### src/rtl/sig_gen_pkt.sv
// Avalon-ST test-pattern source with fixed-length packets and an Avalon-MM CSR slave.
// Optional error injection on CTRL[4] is built when SIG_GEN_ERR_INJECT_EN is defined.
module sig_gen_pkt #(
  parameter int DATA_W      = 32,
  parameter int ERR_W       = 8,
  parameter int LEN_W       = 16,
  parameter int DEF_PKT_LEN = 16
) (
  input  logic              clk,
  input  logic              reset_n,
  input  logic [2:0]        avs_address,
  input  logic              avs_write,
  input  logic [31:0]       avs_writedata,
  input  logic              avs_read,
  output logic [31:0]       avs_readdata,
  output logic              aso_valid,
  output logic [DATA_W-1:0] aso_data,
  output logic              aso_startofpacket,
  output logic              aso_endofpacket,
  output logic [ERR_W-1:0]  aso_error,
  input  logic              aso_ready
);

  localparam logic [0:0] ST_IDLE = 1'b0;
  localparam logic [0:0] ST_RUN  = 1'b1;
  localparam logic [LEN_W-1:0]  ONE_LEN  = LEN_W'(1);
  localparam logic [DATA_W-1:0] ONE_DATA = DATA_W'(1);

  logic [0:0]        state_reg;
  logic              enable_reg;
  logic [1:0]        mode_reg;
  logic [DATA_W-1:0] seed_reg;
  logic [DATA_W-1:0] step_reg;
  logic [LEN_W-1:0]  pkt_len_reg;
  logic [31:0]       beats_reg;
  logic [31:0]       pkts_reg;
  logic [DATA_W-1:0] cur_reg;
  logic [LEN_W-1:0]  beat_idx_reg;
  logic [LEN_W-1:0]  len_reg;
  logic              reload_pend_reg;
  logic              err_rd;

  logic              wr_ctrl;
  logic              idle;
  logic              starting;
  logic              load;
  logic              accept;
  logic              apply_reload;
  logic              last;
  logic [DATA_W-1:0] cur_eff;
  logic [DATA_W-1:0] cur_adv;
  logic [LEN_W-1:0]  idx_eff;
  logic [LEN_W-1:0]  len_eff;
  logic [63:0]       seed_ext;
  logic [63:0]       step_ext;
  logic [63:0]       len_ext;
  logic [31:0]       rd_mux;

  always_comb begin
    wr_ctrl      = avs_write && (avs_address == 3'd0);
    idle         = (state_reg == ST_IDLE);
    starting     = idle && enable_reg;
    load         = ((state_reg == ST_RUN) || starting) && (!aso_valid || aso_ready);
    accept       = aso_valid && aso_ready;
    // A pending reload only lands between packets so a packet never mixes seeds.
    apply_reload = reload_pend_reg && idle;
    cur_eff      = apply_reload ? seed_reg : cur_reg;
    idx_eff      = apply_reload ? '0 : beat_idx_reg;
    len_eff      = idle ? ((pkt_len_reg == '0) ? ONE_LEN : pkt_len_reg) : len_reg;
    last         = (idx_eff == (len_eff - ONE_LEN));
    case (mode_reg)
      2'd0:    cur_adv = cur_eff + step_reg;
      2'd1:    cur_adv = cur_eff - step_reg;
      2'd2:    cur_adv = seed_reg;
      default: cur_adv = (cur_eff == '0) ? ONE_DATA : {cur_eff[DATA_W-2:0], cur_eff[DATA_W-1]};
    endcase
  end

  always_comb begin
    seed_ext = 64'(seed_reg);
    step_ext = 64'(step_reg);
    len_ext  = 64'(pkt_len_reg);
    case (avs_address)
      3'd0:    rd_mux = {27'd0, err_rd, 1'b0, mode_reg, enable_reg};
      3'd1:    rd_mux = seed_ext[31:0];
      3'd2:    rd_mux = step_ext[31:0];
      3'd3:    rd_mux = len_ext[31:0];
      3'd4:    rd_mux = beats_reg;
      3'd5:    rd_mux = pkts_reg;
      default: rd_mux = '0;
    endcase
  end

  always_ff @(posedge clk or negedge reset_n) begin
    if (!reset_n) begin
      avs_readdata    <= '0;
      enable_reg      <= 1'b0;
      mode_reg        <= '0;
      seed_reg        <= '0;
      step_reg        <= ONE_DATA;
      pkt_len_reg     <= LEN_W'(DEF_PKT_LEN);
      beats_reg       <= '0;
      pkts_reg        <= '0;
      reload_pend_reg <= 1'b0;
    end else begin
      avs_readdata <= avs_read ? rd_mux : '0;
      if (avs_write) begin
        case (avs_address)
          3'd0: begin
            enable_reg <= avs_writedata[0];
            mode_reg   <= avs_writedata[2:1];
          end
          3'd1:    seed_reg    <= DATA_W'(avs_writedata);
          3'd2:    step_reg    <= DATA_W'(avs_writedata);
          3'd3:    pkt_len_reg <= LEN_W'(avs_writedata);
          default: ;
        endcase
      end
      if (wr_ctrl && avs_writedata[3])
        reload_pend_reg <= 1'b1;
      else if (apply_reload)
        reload_pend_reg <= 1'b0;
      if (avs_write && (avs_address == 3'd4))
        beats_reg <= '0;
      else if (accept)
        beats_reg <= beats_reg + 32'd1;
      if (avs_write && (avs_address == 3'd5))
        pkts_reg <= '0;
      else if (accept && aso_endofpacket)
        pkts_reg <= pkts_reg + 32'd1;
    end
  end

  always_ff @(posedge clk or negedge reset_n) begin
    if (!reset_n) begin
      state_reg         <= ST_IDLE;
      cur_reg           <= '0;
      beat_idx_reg      <= '0;
      len_reg           <= '0;
      aso_valid         <= 1'b0;
      aso_data          <= '0;
      aso_startofpacket <= 1'b0;
      aso_endofpacket   <= 1'b0;
    end else begin
      if (starting)
        len_reg <= len_eff;
      if (load) begin
        aso_valid         <= 1'b1;
        aso_data          <= cur_eff;
        aso_startofpacket <= (idx_eff == '0);
        aso_endofpacket   <= last;
        cur_reg           <= cur_adv;
        beat_idx_reg      <= last ? '0 : idx_eff + ONE_LEN;
        state_reg         <= last ? ST_IDLE : ST_RUN;
      end else begin
        if (accept)
          aso_valid <= 1'b0;
        if (apply_reload) begin
          cur_reg      <= seed_reg;
          beat_idx_reg <= '0;
        end
        if (starting)
          state_reg <= ST_RUN;
      end
    end
  end

`ifdef SIG_GEN_ERR_INJECT_EN
  logic err_pend_reg;

  assign err_rd = err_pend_reg;

  // A new request wins over a load in the same cycle, so it is never lost.
  always_ff @(posedge clk or negedge reset_n) begin
    if (!reset_n) begin
      err_pend_reg <= 1'b0;
      aso_error    <= '0;
    end else begin
      if (wr_ctrl && avs_writedata[4])
        err_pend_reg <= 1'b1;
      else if (load)
        err_pend_reg <= 1'b0;
      if (load)
        aso_error <= err_pend_reg ? ERR_W'(1) : '0;
    end
  end
`else
  assign err_rd    = 1'b0;
  assign aso_error = '0;
`endif

endmodule

### config.mk
export PLATFORM = sky130hd
export DESIGN_NAME = sig_gen_pkt
export DESIGN_NICKNAME = d
export VERILOG_FILES = /design/src/rtl/sig_gen_pkt.sv
export SDC_FILE = /design/constraint.sdc
export NUM_CORES = 1
export LEC_CHECK = 0
export ABC_AREA = 1
export BUFFER_PORTS_ARGS = -buffer_cell sky130_fd_sc_hd__buf_2
export CORE_MARGIN = 5
export CORE_UTILIZATION = 62
export CTS_CLUSTER_SIZE = 12
export DETAILED_ROUTE_END_ITERATION = 16
export PLACE_DENSITY = 0.93
export SLEW_MARGIN = 15
export SYNTH_ARGS = -nofsm -noshare
export SYNTH_HDL_FRONTEND = slang
export SYNTH_SLANG_ARGS = --single-unit
### constraint.sdc
create_clock -name clk -period 4.6 [get_ports clk]
set_clock_uncertainty 0.1 [all_clocks]
set_input_delay 0.69 -clock clk [delete_from_list [all_inputs] [get_ports clk]]
set_output_delay 0.69 -clock clk [all_outputs]
set_load 0.03 [all_outputs]
Word level (Yosys, flattened, before mapping)
Index checks and enable logic that the tools add are counted.

Bits in registers: 280. Latch bits: 0. Bits in writable memories: 0. Memory bits (read-only): 0. Input port bits: 40. Output and inout bits: 75. Word-level logic and storage cells: 80. Memories: 0.

$add $sub $neg: 6. Multipliers: 0. Divide/modulo/power cells: 0. Order comparisons: 0. Eq/ne operators: 8. Shift operators: 0. Muxes and demuxes: 22. Bitwise operators: 1. Reductions and logical operators: 26.

Operators by type and width (count): $mux W32 (8); $pmux W32 S6 (1); $pmux W32 S3 (1); $mux W16 (5); $add A32 B1 Y32 const B (2); $add A32 B32 Y32 (1); $logic_not A16 Y1 (2); $logic_not A32 Y1 (1); $sub A32 B32 Y32 (1); $add A16 B1 Y16 const B (1); $eq A16 B16 Y1 (1); $sub A16 B1 Y16 const B (1); $reduce_bool A2 Y1 (5); $logic_and A1 B1 Y1 (9); $reduce_and A2 Y1 (4); $mux W1 (7); $eq A3 B2 Y1 const B (2); $eq A3 B3 Y1 const B (2); $eq A3 B1 Y1 const B (1); $logic_not A3 Y1 (1); $eq A2 B1 Y1 const B (1); $eq A2 B2 Y1 const B (1); $logic_not A2 Y1 (1); $logic_or A1 B1 Y1 (2); 2 further kinds (2).

Depth between registers and ports, before layout
Depth after elaboration: 7. Gate-level depth with buffers: 24. Depth with buffers taken out: 22.

Worst setup path after synthesis
No wires, ideal clock.

Path kind: register -> register. Start point: reg step_reg[1]. End point: reg cur_reg[31]. Library setup time: 78 ps. Arrival: 3172 ps. Data required time: 4422 ps. Path slack: 1250 ps. Cell stages (with the launch flop): 21. Buffers on the path: 0. Period minus slack after synthesis: 3350 ps. Path through: dfrtp_1 > inv_1 > ha_1 > nand2_1 > nor4_1 > nand4_1 > nor2_1 > a21oi_1 > nor2_1 > o21ai_0 > xor2_1 > ha_1 > a21oi_1 > o21ai_0 > a21oi_1 > o21a_1 > o21ai_0 > a21o_1 > nand2_1 > nand3_1 > a21boi_1.

Longest elaborated chain between the ends: 3. Elaborated cells on any way between the ends: 4. Those cells by class: add/sub (2); mux (2).

Ends and longest elaborated chain: start: declaration (line 33) `logic [DATA_W-1:0] step_reg;`; start signal: assignment (line 114) `3'd2: step_reg <= DATA_W'(avs_writedata);`; $sub A32 B32 Y32 / $add A32 B32 Y32 (equally long branches) (line 73, 72); $pmux W32 S3 * (line 71) `case (mode_reg)`; $mux W32 * (line 147) `if (load) begin`; end signal: assignment (line 152) `cur_reg <= cur_adv;`; end signal: assignment (line 159) `cur_reg <= seed_reg;`; end: declaration (line 37) `logic [DATA_W-1:0] cur_reg;`.

Mark *: on every way between the ends. The rest lies on a longest branch, timed or not. A chain may end at the register's enable or synchronous reset.

Worst setup path in the final report
Ends and elaborated chain as after synthesis.

==> impl_metrics.csv <==
group,metric,value,unit
synth,syn_area,0.0169,mm^2
setup_path,cp.arrival,4.46,ns
routing,firstDrtPassIters,6,
layout,fillCellCount,2166,
power_and_ir_drop,max-vdd-ir-drop,0.311,mV
synth,yosys_warnings,0,
global_route,overflow,0,
timing,rsz0062_at_grt,"no",
setup_path,start_kind,"register",
place,place.port_buffers,106,
synth,avgSynthCellArea,7.40,um^2
setup_path,reg2reg_depth,20,
synth,synthArstFlopShare,100,%
layout,nets,2450,
routing,vias_per_cell,6.22,
clock_network,cts-buffers-inserted,30,
run_status,status,"finished, final reports clean",
timing,worstMarginPinSlew,1.14,ns
synth,ys.flop_type,"dfrtp_1",
worst_hold_path,hp-class,"input port to asynchronous set/reset pin",
floorplan,ios,115,
floorplan,die_x,175,um
global_route,grt_pass1_vias,16300,
setup_path,worstReg2RegStart,"step_reg[1]$_DFFE_PN0P_",
power_and_ir_drop,switching_share,44.6,%
setup_path,slowest_stage,"dfrtp_1",
setup_path,crit_buf_inv,1,
setup_path,worstSetupEndpointType,"register",
power_and_ir_drop,power_switching,4.94,mW
synth,synth-edff-count,0,
global_route,antenna_found_initial,1,
routing,num_vias,17000,
clock_network,h-tree-depth,1,
routing,drtAntennaViolNets,0,
timing,period_needed,4.07,ns
synth,syn_inst,2281,
clock_network,cts.path.max_buffers,3,
floorplan,die_y,175,um
floorplan,initial_core_util,62.8,%
floorplan,die-area,0.0306,mm^2
timing,finalHoldViolCount,0,
setup_path,crit_chain,"inv_1 -> ha_1 -> nand2_1 -> nor4_1 -> nand4_1 -> nor2_1 -> a21oi_1 -> nor2_1 -> o21ai_0 -> xor2_1 -> ha_1 -> a21oi_1 -> o21ai_0 -> a21oi_1 -> o21a_1 -> o21ai_0 -> a21o_1 -> nand2_1 -> nand3_1 -> a21boi_1",
job,drv_cap,0,
setup_path,r2r_slack,0.53,ns
power_and_ir_drop,p_clk_share,22.5,%
power_and_ir_drop,fin_total_pwr,11.1,mW
synth,synth.distinct_cells,57,
timing,finalCritPeriodShare,88.4,%
timing,report.final.slew_viol_count,0,
layout,syn_to_final_growth,11.2,%
timing,setup_viol,0,
setup_path,crit_family,"compound AO/OA/AOI/OAI gates",
clock_network,root_buffer,"clkbuf_16",
timing,fmax,0.246,GHz
routing,routedWlPerCell,19.9,um
clock_network,hold_buffers,0,
place,gp_congestion,1.05,
layout,layout-drive-gt1-share,10.1,%
power_and_ir_drop,power_frac_seq,30.5,%
power_and_ir_drop,power_per_cell_area,590,mW/mm^2
setup_path,timing.rr.end,"cur_reg[31]$_DFF_PN0_",
power_and_ir_drop,power.leakage,9.23,nW
clock_network,insertion_delay,0.57,ns
synth,ys_seq_area_share,41.5,%
place,dp_hpwl,40.0,mm
setup_path,cpPeakStageDelay,0.39,ns
global_route,grt_max_degree,121,
floorplan,core_area,0.0269,mm^2
clock_network,clk_pin_slew_worst_paths,0.06,ns
timing,max_slew_margin,24.1,%
clock_network,post_cts_resize_count,0,
layout,diodes,0,
power_and_ir_drop,p_comb_share,47.0,%
clock_network,cts_setup_buffers,0,
setup_path,required,4.99,ns
global_route,grt_pass1_wl,86.6,mm
routing,postRouteWirelength,54.5,mm
layout,instances_no_fill,2732,
clock_network,cts_tree,"done",
timing,setup_tns,0,ns
synth,yosys_register_bits,280,
global_route,grtUsageTotal,35.1,%
routing,drtIter0Drc,2102,
setup_path,worst-setup-path-type,"register to register",
clock_network,cts.sinks,280,
place,dp.cells,2681,
setup_path,crit_fanout,6,
floorplan,row_count,60,
power_and_ir_drop,internal-power,6.14,mW
routing,route.detailed.drc,0,
==> layer usage <==
| metal | vias up | share of wire [%] | GRT usage (%) |
|---|---|---|---|
| met5 | - | 0.024 | 0 |
| met2 | 1056 | 45 | 55.4 |
| li1 | 7764 | - | - |
| met3 | 195 | 11 | 6.32 |
| met4 | 2 | 4.8 | 14.5 |
| met1 | 7982 | 40 | 48.3 |
==> area by class of cell <==
type                            instances  area (um^2)  share of cell area (%)
Clock buffer                           46          932                    4.96
Clock inverter                          5         77.6                   0.413
Inverter                              306         1150                    6.12
Multi-Input combinational cell       1617         8370                    44.6
Sequential cell                       280         7010                    37.3
Tap cell                              341          427                    2.27
Timing Repair Buffer                  137          811                    4.32
==> cells in the final DEF, fill, tap and decap left out, types with 4 or more instances in the layout <==
| cell | instances |
|---|---|
| clkbuf_16 | 31 |
| o21ai_1 | 22 |
| nand3b_1 | 10 |
| a31oi_1 | 23 |
| inv_2 | 7 |
| nor2_4 | 4 |
| conb_1 | 8 |
| or2_2 | 8 |
| a211oi_1 | 4 |
| a21o_1 | 6 |
| nand3_1 | 98 |
| o21ai_2 | 5 |
| o21ai_0 | 211 |
| inv_1 | 293 |
| o21a_1 | 8 |
| clkinv_1 | 6 |
| nand3_2 | 7 |
| buf_4 | 28 |
| nor2_1 | 201 |
| clkbuf_1 | 5 |
| xnor2_1 | 9 |
| dfrtp_1 | 278 |
| nand2_1 | 524 |
| nor3_1 | 50 |
| nor2_2 | 11 |
| xor2_1 | 57 |
| nand4_1 | 30 |
| nor4_1 | 23 |
| nand2_2 | 7 |
| o31ai_1 | 5 |
| buf_2 | 105 |
| a221oi_1 | 48 |
| a21oi_1 | 131 |
| o22ai_1 | 33 |
| a22oi_1 | 5 |
| clkbuf_8 | 10 |
| ha_1 | 37 |
==> how the worst max path moves through the flow <==
stage / end / from / cells after the start
after floorplan: cur_reg[31]$_DFF_PN0_ / step_reg[1]$_DFFE_PN0P_ / 20
after global placement: cur_reg[31]$_DFF_PN0_ / step_reg[1]$_DFFE_PN0P_ / 20
after detailed placement: cur_reg[31]$_DFF_PN0_ / step_reg[1]$_DFFE_PN0P_ / 20
after CTS: cur_reg[31]$_DFF_PN0_ / step_reg[1]$_DFFE_PN0P_ / 20
after global routing: cur_reg[31]$_DFF_PN0_ / step_reg[1]$_DFFE_PN0P_ / 20
final: cur_reg[31]$_DFF_PN0_ / step_reg[1]$_DFFE_PN0P_ / 20
==> cell usage after synthesis, types with 9 or more instances <==
master,count,area share (%)
ha_1,37,2.7
xor2_1,57,3.0
a221oi_1,48,2.5
a21oi_1,131,3.9
nand3b_1,10,0.44
buf_4,9,0.40
nor2_1,203,4.5
clkbuf_1,57,1.3
o21ai_1,22,0.65
nand4_1,30,1.1
nor2_2,10,0.37
xnor2_1,9,0.47
a31oi_1,23,0.85
o21ai_0,211,6.3
nand2_1,525,12
nor3_1,50,1.5
nor4_1,23,0.85
nand3_1,98,2.9
buf_2,11,0.33
inv_1,293,6.5
dfrtp_1,278,41
o22ai_1,33,1.2
==> power groups by stage <==
stage,combinational (mW),sequential [mW],clock [mW]
2_1_floorplan,3.39,3.54,0
3_3_place_gp,4.97,3.36,0
3_5_place_dp,5.04,3.39,0
4_1_cts,5.09,3.36,2.50
5_1_grt,5.73,3.43,2.61
6_report,5.21,3.38,2.50
==> worst register-to-register path, delay by kind of cell, from the launching register on <==
family          cells  cell delay [ns]
compound gates      9             1.41
buf+inv             1             0.11
simple gates        7             1.23
fa+ha+maj           2             0.55
flops               1             0.39
xor+xnor            1             0.18
==> metrics by stage <==
step | cell area, um^2 | hold slack [ns] | setup slack, ns | utilization [%]
floorplan | 16900 | 0.294 | 1.25 | -
global placement | 17800 | 0.357 | 0.733 | 66.1
detailed placement | 17800 | 0.362 | 0.617 | 66.1
CTS | 18800 | 0.153 | 0.550 | 69.9
global route | 18800 | 0.148 | 0.118 | 69.9
finish | 18800 | 0.0346 | 0.534 | 69.9
==> cell families (layout without fill, tap and decap cells) <==
group           Yosys count  count (layout)  synth area share, %
compound gates          520             520                 17.8
xor+xnor                 66              66                 3.42
fa+ha+maj                38              38                 2.86
buf+inv                 391             494                 9.15
flops                   280             280                 41.5
other cells               1               8               0.0222
simple gates            985             985                 25.2
Power figures use the tool's default switching activity.
